<file path="src/rtl/siso_reg.sv">
// ---------------------------------------------------------------------------
// siso_reg: serial-in / serial-out shift register with a "primed" flag.
//
// Every rising clk edge shifts si into stage[0] and moves each stage one place
// towards stage[DEPTH-1], which drives so directly from its flop. A saturating
// counter tracks how many bits have entered since the last clear. primed goes
// high once DEPTH bits have been shifted in.
//
// Parameters:
//   DEPTH   number of serial stages (1..64)
//
// Ports:
//   clk     clock; all state updates on its rising edge
//   clear   synchronous active-high reset; has priority over shifting
//   si      serial data in
//   so      serial data out (stage[DEPTH-1])
//   primed  high once DEPTH bits have been shifted in since the last clear
//   q       parallel view of all stages, q[0] newest (SISO_REG_TAP_EN only)
//
// Optional feature macro: SISO_REG_TAP_EN adds the parallel tap port q.
// ---------------------------------------------------------------------------
module siso_reg #(
    parameter int unsigned DEPTH = 4
) (
    input  logic             clk,
    input  logic             clear,
    input  logic             si,
    output logic             so,
    output logic             primed
`ifdef SISO_REG_TAP_EN
    ,
    output logic [DEPTH-1:0] q
`endif
);

    localparam int unsigned CW = $clog2(DEPTH + 1);
    localparam logic [CW-1:0] CountMax = CW'(DEPTH);

    logic [DEPTH-1:0] stage_q;
    logic [DEPTH-1:0] stage_d;
    logic [CW-1:0]    count_q;

    // Written as a loop so DEPTH=1 needs no special-case slicing.
    always_comb begin
        stage_d    = stage_q;
        stage_d[0] = si;
        for (int i = 1; i < int'(DEPTH); i++) begin
            stage_d[i] = stage_q[i-1];
        end
    end

    // No enable: the chain moves on every edge. si is not masked, so an X or Z
    // on the input travels through the stages for simulation to expose.
    always_ff @(posedge clk) begin
        if (clear) begin
            stage_q <= '0;
            count_q <= '0;
        end else begin
            stage_q <= stage_d;
            if (count_q != CountMax) begin
                count_q <= count_q + CW'(1);
            end
        end
    end

    assign so     = stage_q[DEPTH-1];
    assign primed = (count_q == CountMax);

`ifdef SISO_REG_TAP_EN
    assign q = stage_q;
`endif

endmodule

</file>
<file path="config.mk">
export PLATFORM = sky130hd
export DESIGN_NAME = siso_reg
export DESIGN_NICKNAME = d
export VERILOG_FILES = /design/src/rtl/siso_reg.sv
export SDC_FILE = /design/constraint.sdc
export NUM_CORES = 1
export LEC_CHECK = 0
export CAP_MARGIN = 20
export CORE_AREA = 8 8 45 47
export DETAILED_ROUTE_END_ITERATION = 8
export DIE_AREA = 0 0 53 55
export PLACE_DENSITY = 0.36
export RECOVER_POWER = 100
export SLEW_MARGIN = 20
export SYNTH_ARGS = -nofsm -noshare
export SYNTH_HDL_FRONTEND = slang
export SYNTH_SLANG_ARGS = --single-unit
</file>
<file path="constraint.sdc">
create_clock -name clk -period 3.2 [get_ports clk]
set_input_delay 0.96 -clock clk [delete_from_list [all_inputs] [get_ports clk]]
set_output_delay 0.96 -clock clk [all_outputs]
set_load 0.01 [all_outputs]
</file>
# Word level (Yosys, flattened, before mapping)
# Index checks and enable logic that the tools add are counted.
[classes]
addsub = 1
n_eq_ne = 2
[op_table]
columns = ["operator", "n"]
rows = [
  ["3-bit by 1-bit adder with 3-bit output (second input constant)", 1],
  ["3-bit == test (second input constant)", 1],
  ["3-bit != test (second input constant)", 1],
]
[word_totals]
regBits = 7
inputBits = 3

# Longest topological paths before layout
[logic_depth]
depth_word = 1
depth_mapped = 4
mapped_depth_nobuf = 4

# Worst setup path before layout
# OpenSTA, ideal clock, no wires.
[synth_path]
path_type = "register to output"
startpoint = "register count_q[0]"
endpoint = "output port primed"
arrival_ns = 0.841
required_ns = 2.240
setup_slack_ns = 1.399
stages_incl_launch_ff = 4
path_buffers = 0
cell_sequence = "dfxtp_1 -> inv_1 -> ha_1 -> and2_2"
[synth_between]
elab_chain_cells = 1
[synth_rtl]
columns = ["item", "line_no", "text"]
rows = [
  ["from (decl)", "41", "logic [CW-1:0] count_q;"],
  ["from (signal assigned)", "61", "count_q <= count_q + CW'(1);"],
  ["3-bit == test", "67", "assign primed = (count_q == CountMax);"],
  ["to (decl)", "29", "output logic primed"],
]
# No other way between the ends.

# Worst setup path in the final report
# Same ends and word-level chain as after synthesis.

==> flow_summary.ini <==
[finish]
area_delta_synth_final_pct = 30.52
n_antenna_cell = 0
final_common_cell = dfxtp_1
drive_gt1_share_pct = 18.18
finalNetCount = 39
final_cell_mix = dfxtp_1 (7), nor2b_1 (4), clkbuf_4 (3), dlygate4sd3_1 (3)

[worst_setup_path]
worstPathCellList = inv_1, ha_1, and2_2, dlygate4sd3_1
cp-end-kind = primary output
cp_top_family = buffers and inverters
crit_buf_inv = 2
critPathLaunchType = flip-flop
required_ns = 2.24
max_stage_delay_ns = 0.60
path_depth = 4
rr_worst_depth = 4
path_class = reg2out
worst_ep_arrival_time_ns = 1.72
cpMaxStageDelayCell = dlygate4sd3_1
worstPathMaxFanout = 6

[flow_run]
drv_cap = 0

[timing]
rsz0062_at_grt = no
tns_ns = 0
slew_violations = 0
fin_skew_ns = 0.00005523
worstMarginPinSlew_ns = 0.2585
fmax_mhz = 372.9
hold_viol_final = 0
final-setup-viol-count = 0
fin_crit_sh_pct = 83.81
post-route-worst-setup-slack_ns = 0.5180
min_period_ns = 2.682
relSlewSlack_pct = 82.71

[floorplan]
rows = 14
core_area_sq_mm = 0.001384
initial_core_util_pct = 19.26
die_h_um = 55
die_area_sq_mm = 0.002915
ioPinCount = 5
die-width_um = 53

[drt]
wl_um = 384
vias = 182
firstDrtPassIters = 1
drc = 0
drtIter0Drc = 0
wire_per_inst_um = 7.837
vias_per_cell = 3.714
ant_nets = 0

[clock_network]
clk_latency_ns = 0.24
postCtsSetupRepairBufs = 0
cts_buffers = 3
htree_num_levels = 1
cts.sinks = 7
root_buffer = clkbuf_4
cts-resized-gates = 0
path_clk_slew_ns = 0.05
clockBufferDepth = 2
ctsHoldBuffers = 0
cts_tree = done

[logic_synthesis]
synth_area_per_cell_sq_um = 10.66
netlist_area_sq_um = 266.5
yosys_warnings = 0
yosysSeqAreaShare_pct = 52.58
synth_compound_area_share_pct = 10.80
synth.area.mux_share_pct = 0
synth-xor-area-share_pct = 0
synth-seq-cells = 7
synth_fa_ha_area_share_pct = 9.390
netlist_instances = 25
syn_nets = 30
synth_top_family_by_area = simple AND/OR/NAND/NOR gates
synth-simple-area-share_pct = 24.41
ys_types = 12

[pwr]
p_sw_mw = 0.04296
leakagePower_nw = 0.1541
p_clk_share_pct = 38.5
seq_power_share_pct = 49.4
peakVddDrop_uv = 309.1
combPwrFrac_pct = 12.1
power.internal_mw = 0.1548
power.density_mw_per_mm2 = 568.6
switching_share_pct = 21.72

[global_routing]
antenna_found_initial = 0
grtUsageTotal_pct = 3.560
grt_pass1_wl_um = 641
grt_max_degree = 8
grt.overflow.total = 0
grt_pass1_vias = 162

[placed_design]
dp_slack_ns = 0.8844
gp_congestion = 0.6862
dp_hpwl_um = 293.3
portBuffers = 4

[worst_hold_path]
hold_class = reg2reg
hold_depth = 1

[outcome]
status = completed
-- final timing paths --
kind,from,endpoint,slack [ns]
max,count_q[0]$_SDFFE_PP0P_,primed,0.52
min reg2reg,stage_q[2]$_SDFF_PP0_,stage_q[3]$_SDFF_PP0_,0.43
max reg2reg,count_q[0]$_SDFFE_PP0P_,count_q[1]$_SDFFE_PP0P_,2.10
min,stage_q[2]$_SDFF_PP0_,stage_q[3]$_SDFF_PP0_,0.43
-- cells by family (layout without fill, tap and decap cells) --
| logic type | after synthesis | in the layout |
|---|---|---|
| adders and majority gates | 2 | 2 |
| buffers and inverters | 2 | 10 |
| and+or+nand+nor | 10 | 10 |
| DFF | 7 | 7 |
| AOI/OAI and AO/OA | 4 | 4 |
-- cells in the mapped netlist (all sizes together) --
library cell / number / share of area [%]
and2: 1 / 2.8
dfxtp: 7 / 53
a21oi: 2 / 3.8
nor3: 1 / 3.8
and3b: 1 / 3.3
nor2b: 4 / 9.4
a21bo: 1 / 3.8
a21o: 1 / 3.3
nor2: 1 / 1.4
nand3: 2 / 3.8
inv: 2 / 2.8
ha: 2 / 9.4
-- power by group through the flow --
stage | sequential, mW | clock [mW] | combinational [mW]
after floorplan | 0.0987 | 0 | 0.0175
after global placement | 0.0993 | 0 | 0.0248
after detailed placement | 0.0997 | 0 | 0.0255
after CTS | 0.0978 | 0.0813 | 0.0256
after global routing | 0.0984 | 0.0895 | 0.0276
final | 0.0978 | 0.0760 | 0.0239
-- cell type report --
type	count	area, sq um
Clock buffer	4	26.28
Fill cell	145	1036
Inverter	2	7.507
Multi-Input combinational cell	16	113.9
Sequential cell	7	140.1
Tap cell	16	20.02
Timing Repair Buffer	4	40.04
-- worst register-to-register path, delay by kind of cell, from the launching register on --
| family | cells | cell delay [ns] |
|---|---|---|
| AO/OA/AOI/OAI | 2 | 0.35 |
| flip-flops | 1 | 0.37 |
| adder cells (fa/ha/maj) | 1 | 0.25 |
| buffers and inverters | 1 | 0.06 |
-- per-stage QoR --
stage	hold slack (ns)	instance area [sq um]	power (mW)	instances	utilization [%]
floorplan	0.4138	266.5	0.1162	25	-
global placement	0.4170	326.6	0.1241	45	23.60
detailed placement	0.4247	326.6	0.1252	45	23.60
CTS	0.4365	352.8	0.2046	49	25.50
global route	0.4559	347.8	0.2155	49	25.14
finish	0.4311	347.8	0.1978	49	25.14
-- state kept, by name (all words and copies together) (netlist names) --
signal   cells
count_q      3
stage_q      4
-- routing by layer --
layer / global-route usage, % / wire (um)
met1: 3.364 / 204
met3: 5.080 / 43
met4: 2.586 / 0
met2: 3.516 / 136
met5: 0 / 0
(Power assumes the default switching activity.)
